===== config.mk =====
export PLATFORM = sky130hd
export DESIGN_NAME = fifo_wr_arbiter
export DESIGN_NICKNAME = d
export VERILOG_FILES = /design/src/rtl/fifo_wr_arbiter.sv
export SDC_FILE = /design/constraint.sdc
export NUM_CORES = 1
export LEC_CHECK = 0
export BUFFER_PORTS_ARGS = -buffer_cell sky130_fd_sc_hd__buf_2
export CORE_MARGIN = 3
export CORE_UTILIZATION = 37
export DETAILED_ROUTE_END_ITERATION = 7
export PLACE_DENSITY = 0.83
export SLEW_MARGIN = 20
export SYNTH_ARGS = -nofsm -noshare
export SYNTH_HDL_FRONTEND = slang
export SYNTH_SLANG_ARGS = --single-unit

===== constraint.sdc =====
create_clock -name clk -period 3.34 [get_ports clk]
set_input_delay 0.668 -clock clk [delete_from_list [all_inputs] [get_ports clk]]
set_output_delay 0.668 -clock clk [all_outputs]
set_load 0.1 [all_outputs]

===== src/rtl/fifo_wr_arbiter.sv =====
// rtl/fifo_wr_arbiter.sv - round-robin burst arbiter sharing one FIFO write port between NREQ producers
module fifo_wr_arbiter #(
    parameter int NREQ      = 4,
    parameter int DW        = 32,
    parameter int MAX_BURST = 4
) (
    input  logic                     clk,
    input  logic                     rst,
    input  logic [NREQ-1:0]          req,
    input  logic [NREQ*DW-1:0]       data,
    output logic [NREQ-1:0]          ack,
    output logic                     fifo_wr,
    output logic [DW-1:0]            fifo_wdata,
    input  logic                     fifo_full,
    output logic [$clog2(NREQ)-1:0]  grant_id,
    output logic                     busy
);

    localparam int IW = $clog2(NREQ);
    localparam int CW = $clog2(MAX_BURST) + 1;

    typedef enum logic {
        IDLE,
        BURST
    } state_t;

    state_t          state;
    state_t          state_nxt;
    logic [IW-1:0]   last_ptr;
    logic [IW-1:0]   last_ptr_nxt;
    logic [IW-1:0]   grant_nxt;
    logic [CW-1:0]   beat_cnt;
    logic [CW-1:0]   beat_nxt;
    logic [IW-1:0]   pick;
    logic            pick_vld;
    logic [IW-1:0]   scan_idx;

    // Round-robin scan: walk from farthest to nearest after last_ptr so the nearest requester wins.
    always_comb begin
        pick     = '0;
        pick_vld = 1'b0;
        scan_idx = '0;
        for (int k = NREQ; k >= 1; k--) begin
            scan_idx = last_ptr + IW'(k);
            if (req[scan_idx]) begin
                pick     = scan_idx;
                pick_vld = 1'b1;
            end
        end
    end

    // Write port and handshake outputs depend only on registered state plus live req/full.
    always_comb begin
        busy       = (state == BURST);
        fifo_wr    = busy & req[grant_id] & ~fifo_full;
        ack        = fifo_wr ? (NREQ'(1) << grant_id) : '0;
        fifo_wdata = busy ? data[int'(grant_id)*DW +: DW] : '0;
    end

    // Next-state: grant in IDLE, count beats in BURST, leave on burst end or dropped request.
    always_comb begin
        state_nxt    = state;
        grant_nxt    = grant_id;
        last_ptr_nxt = last_ptr;
        beat_nxt     = beat_cnt;
        case (state)
            IDLE: begin
                if (pick_vld) begin
                    grant_nxt    = pick;
                    last_ptr_nxt = pick;
                    beat_nxt     = '0;
                    state_nxt    = BURST;
                end
            end
            BURST: begin
                if (!req[grant_id]) begin
                    state_nxt = IDLE;
                end else if (fifo_wr) begin
                    beat_nxt = beat_cnt + CW'(1);
                    if (beat_cnt == CW'(MAX_BURST - 1)) begin
                        state_nxt = IDLE;
                    end
                end
            end
            default: state_nxt = IDLE;
        endcase
    end

    // State register; requester 0 gets first priority after reset.
    always_ff @(posedge clk or posedge rst) begin
        if (rst) begin
            state    <= IDLE;
            grant_id <= '0;
            last_ptr <= IW'(NREQ - 1);
            beat_cnt <= '0;
        end else begin
            state    <= state_nxt;
            grant_id <= grant_nxt;
            last_ptr <= last_ptr_nxt;
            beat_cnt <= beat_nxt;
        end
    end

endmodule


## Yosys cells after proc, flatten, opt, wreduce, memory -nomap -nowiden

Index checks and enable logic that the tools add are counted.

- Flip-flop bits (word level): 8
- Logic and storage cells: 54

- $add $sub $neg: 4
- Order comparisons: 5
- Equality and inequality tests: 4
- Shift operators: 2
- Mux-type cells: 29
- Bitwise gates (word level): 4
- Reduce and logical (&&, ||, !) cells: 2

Operator list:

| operator | number |
|---|---|
| 128-bit by 8-bit variable part select with 32-bit output | 1 |
| 32-bit two-way mux | 1 |
| 2-bit by 3-bit < comparator with 1-bit output, second input constant | 5 |
| 1-bit two-way mux | 13 |
| 1-bit binary-select mux with 2-bit select | 5 |
| 3-bit two-way mux | 3 |
| 2-bit two-way mux | 4 |
| 3-bit one-hot mux with 2 select lines | 1 |
| 2-bit adder, second input constant | 2 |
| 4-bit two-way mux | 1 |
| 2-bit != test, second input constant | 2 |
| 1-bit by 2-bit << shifter with 4-bit output, first input constant | 1 |
| 3-bit by 1-bit adder with 3-bit output, second input constant | 1 |
| 3-bit by 2-bit == test with 1-bit output, second input constant | 1 |
| 3-bit AND reduction | 1 |
| 2-bit by 1-bit adder with 2-bit output, second input constant | 1 |
| 1-bit bitwise AND | 2 |
| 2-bit by 1-bit != test with 1-bit output, second input constant | 1 |
| 1-bit inverter | 2 |
| 1-bit one-hot mux with 2 select lines | 1 |
| 2-bit AND reduction | 1 |

## Longest topological paths before layout

- Depth after elaboration: 8
- Mapped depth: 6
- Depth with buffers taken out: 5

## Least setup slack after synthesis

OpenSTA, ideal clock, no wires.

- Path type: register to output
- Start point: register grant_id[0]
- End point: output ack[0]
- Arrival: 3.783 ns
- Setup slack: -1.111 ns
- Stages on the path, launching flop included: 6
- Path buffers: 1
- Path through: dfrtp_1 mux4_2 nand2_1 or2_1 buf_6 nor3_1

- Word-level cells in the longest chain between the ends: 5

Ends and longest elaborated chain:

| element | RTL line | text |
|---|---|---|
| start: declaration | 15 | `output logic [$clog2(NREQ)-1:0] grant_id,` |
| start signal: assignment | 98 | `grant_id <= grant_nxt;` |
| 1-bit binary-select mux with 2-bit select | 55 | `fifo_wr = busy & req[grant_id] & ~fifo_full;` |
| 1-bit two-way mux (implied by the code) | 55 |  |
| 1-bit bitwise AND (2 in series) | 55 |  |
| 4-bit two-way mux (*) | 56 | `ack = fifo_wr ? (NREQ'(1) << grant_id) : '0;` |
| end: declaration | 11 | `output logic [NREQ-1:0] ack,` |

Every way passes the cells marked *; elsewhere a longest branch is shown, timed or not. The select of a mux whose other input is x is not followed.

## Worst setup path in the final report

- Start point: register grant_id[0]
- End point: output fifo_wdata[13]

- Word-level cells in the longest chain between the ends: 2

Ends and longest elaborated chain:

| element | RTL line | text |
|---|---|---|
| 128-bit by 8-bit variable part select with 32-bit output | 57 | `fifo_wdata = busy ? data[int'(grant_id)*DW +: DW] : '0;` |
| 32-bit two-way mux | 57 |  |
| end: declaration | 13 | `output logic [DW-1:0] fifo_wdata,` |

Every way passes these cells.

==> impl_metrics.json <==
{
  "status": "complete, no violations",
  "cts_resized": 0,
  "ys.flop_type": "dfrtp_1",
  "reg2reg_to": "beat_cnt[0]",
  "clock_sinks": 8,
  "syn_inst": 131,
  "antenna_found_initial": 0,
  "grt_busiest_layer": "met2",
  "synth-edff-count": 0,
  "nNetsFinal": 441,
  "synth_nets": 268,
  "rsz0062_at_grt": "false",
  "rows": 22,
  "required_ns": 2.67,
  "r2r_slack_ns": 1.66,
  "hold_class": "in2async",
  "finalMaxSlewViolations": 0,
  "critPathCapture": "fifo_wdata[13]",
  "cts_setup_buffers": 0,
  "cts_buffers": 3,
  "post-route-period-util_pct": 82.4,
  "grt_pass1_vias": 1996,
  "yosys.area.top_type_share_pct": 48.6,
  "synth_cell_types": 31,
  "start_util_pct": 40.0,
  "synth_fa_ha_area_share_pct": 1.64,
  "synth_xor_area_share_pct": 0,
  "critPathLaunchType": "register",
  "die_w_microns": 70.3,
  "htreeDepth": 1,
  "pre_cts_ws_ns": 0.660,
  "grt_use_met1_pct": 28.9,
  "fmax_mhz": 363,
  "cp-startpoint": "grant_id[0]",
  "synth_area_leaders": "mux4_2 (49%), and2_1 (13%), dfrtp_1 (9.8%)",
  "wl_per_cell_microns": 17.7,
  "endpoint_kind": "output port",
  "drt_iter0_drc": 94,
  "first_pass_iters": 4,
  "hpwl_microns": 5360,
  "diodes": 0,
  "ioPinCount": 175,
  "yosys_warnings": 0,
  "core-area_sq_um": 3830,
  "r2r-start": "grant_id[0]",
  "setup_viol_count_final": 0,
  "io_buffers": 174,
  "hold_viol_final": 0,
  "slew_headroom_pct": 42.5,
  "synthArstFlopShare_pct": 100,
  "worst-path-buf-inv": 2,
  "grt_pass1_wl_microns": 9850,
  "crit_chain": "buf_4 > mux4_2 > and2_1 > buf_2",
  "die_h_microns": 70.3,
  "cp_slowest_cell": "mux4_2",
  "r2r_cells": 5,
  "timing.hold.ws_ns": 0.381,
  "clock_latency_ns": 0.23,
  "clk_pin_slew_ns": 0.04,
  "worst_pin_slew_ns": 0.853,
  "ys_seq_area_share_pct": 13.2,
  "postCtsHoldBufs": 0,
  "yosys.area.top_type": "mux4_2",
  "finalClockSkew_ns": 0.00223,
  "clk_path_buf_depth": 2,
  "synth_top_family_by_area": "multiplexers",
  "cp_slowest_stage_delay_ns": 0.56,
  "avgSynthCellArea_sq_um": 11.7,
  "synth_area_sq_um": 1530,
  "synth_seq_cells": 8,
  "arrival_ns": 2.08,
  "area_delta_synth_final_pct": 67.5,
  "viasPerCell": 5.21,
  "vias": 1827,
  "grtUsageTotal_pct": 25.0,
  "grtUsageMet3_pct": 3.88,
  "stdcell_count": 351,
  "cts_root_buffer": "clkbuf_8",
  "cp.depth": 4,
  "overflow": 0,
  "gp_routability_congestion": 0.877,
  "drtAntennaViolNets": 0,
  "synth-simple-area-share_pct": 21.0,
  "dieArea_sq_um": 4940,
  "crit_type": "reg2out",
  "synth_compound_area_share_pct": 6.30,
  "grt_max_degree": 35,
  "drive_gt1_share_pct": 74.6,
  "critPathTopFamily": "buffers and inverters",
  "setup_slack_ns": 0.589,
  "use_met2_pct": 47.2,
  "synth.mux.area_fraction_pct": 50.5,
  "maxCapViolations": 0,
  "routed_wl_microns": 6210,
  "path_max_fanout": 21,
  "placed_cells": 347,
  "fin_crit_ns": 2.75,
  "drc": 0,
  "cts_tree": "built"
}
-- sequential cells by signal, indices dropped and copies added, names as in the netlist --
| name | flops |
|---|---|
| beat_cnt | 3 |
| busy | 1 |
| grant_id | 2 |
| last_ptr | 2 |
-- per-layer routing --
| metal | share of wire (%) | wire [microns] |
|---|---|---|
| met1 | 35 | 2180 |
| met2 | 55 | 3430 |
| met3 | 7.8 | 482 |
| met4 | 1.9 | 116 |
| met5 | 0 | 0 |
-- cells in the mapped netlist (3+ instances only) --
cell type,number
mux4_2,33
and2_1,32
nand2_1,10
dfrtp_1,6
inv_1,6
buf_6,4
clkbuf_1,4
buf_2,3
mux2i_1,3
-- per-stage QoR --
step                cell area (sq um)  util, %  TNS [ns]
CTS                              2560     67.0         0
finish                           2560     67.0         0
global placement                 2520     65.8         0
global route                     2560     67.0         0
detailed placement               2520     65.8         0
floorplan                        1550        -    -0.249
-- worst min-delay path by stage --
stage | endpoint | slack (ns) | start | cells past startpoint
3_5_place_dp | beat_cnt[0] | 0.50 | beat_cnt[0] | 1
4_1_cts | beat_cnt[1] | 0.39 | rst | 2
2_1_floorplan | beat_cnt[0] | 0.45 | beat_cnt[0] | 1
3_3_place_gp | beat_cnt[0] | 0.47 | beat_cnt[0] | 1
5_1_grt | grant_id[1] | 0.39 | rst | 2
6_report | grant_id[1] | 0.38 | rst | 2
-- cell usage in the layout, fill, tap and decap left out, types with 2 or more instances in the layout --
cell / n
nor2b_1: 2
a21oi_1: 2
and2_1: 32
dfrtp_1: 5
clkbuf_8: 3
mux2i_1: 3
mux4_2: 33
buf_4: 6
inv_1: 6
dfstp_2: 2
buf_12: 5
nand2_1: 10
ha_1: 2
buf_2: 169
o31ai_1: 2
nor3b_4: 2
-- cells by family (layout without fill, tap and decap cells) --
group | Yosys count | count (layout)
flip-flops | 8 | 8
buffers and inverters | 19 | 191
multiplexers | 36 | 36
AO/OA/AOI/OAI | 12 | 12
AND/OR/NAND/NOR | 54 | 54
adder cells (fa/ha/maj) | 2 | 2
-- layout make-up --
type / instances / area (sq um)
Fill cell: 290 / 1260
Multi-Input combinational cell: 104 / 1230
Timing Repair Buffer: 180 / 991
Sequential cell: 8 / 204
Tap cell: 48 / 60.1
Clock buffer: 4 / 45.0
Inverter: 7 / 28.8
Power is left out: the tool's default activity adds up to more than one toggle a clock period on the data nets, which glitch-free logic cannot reach.
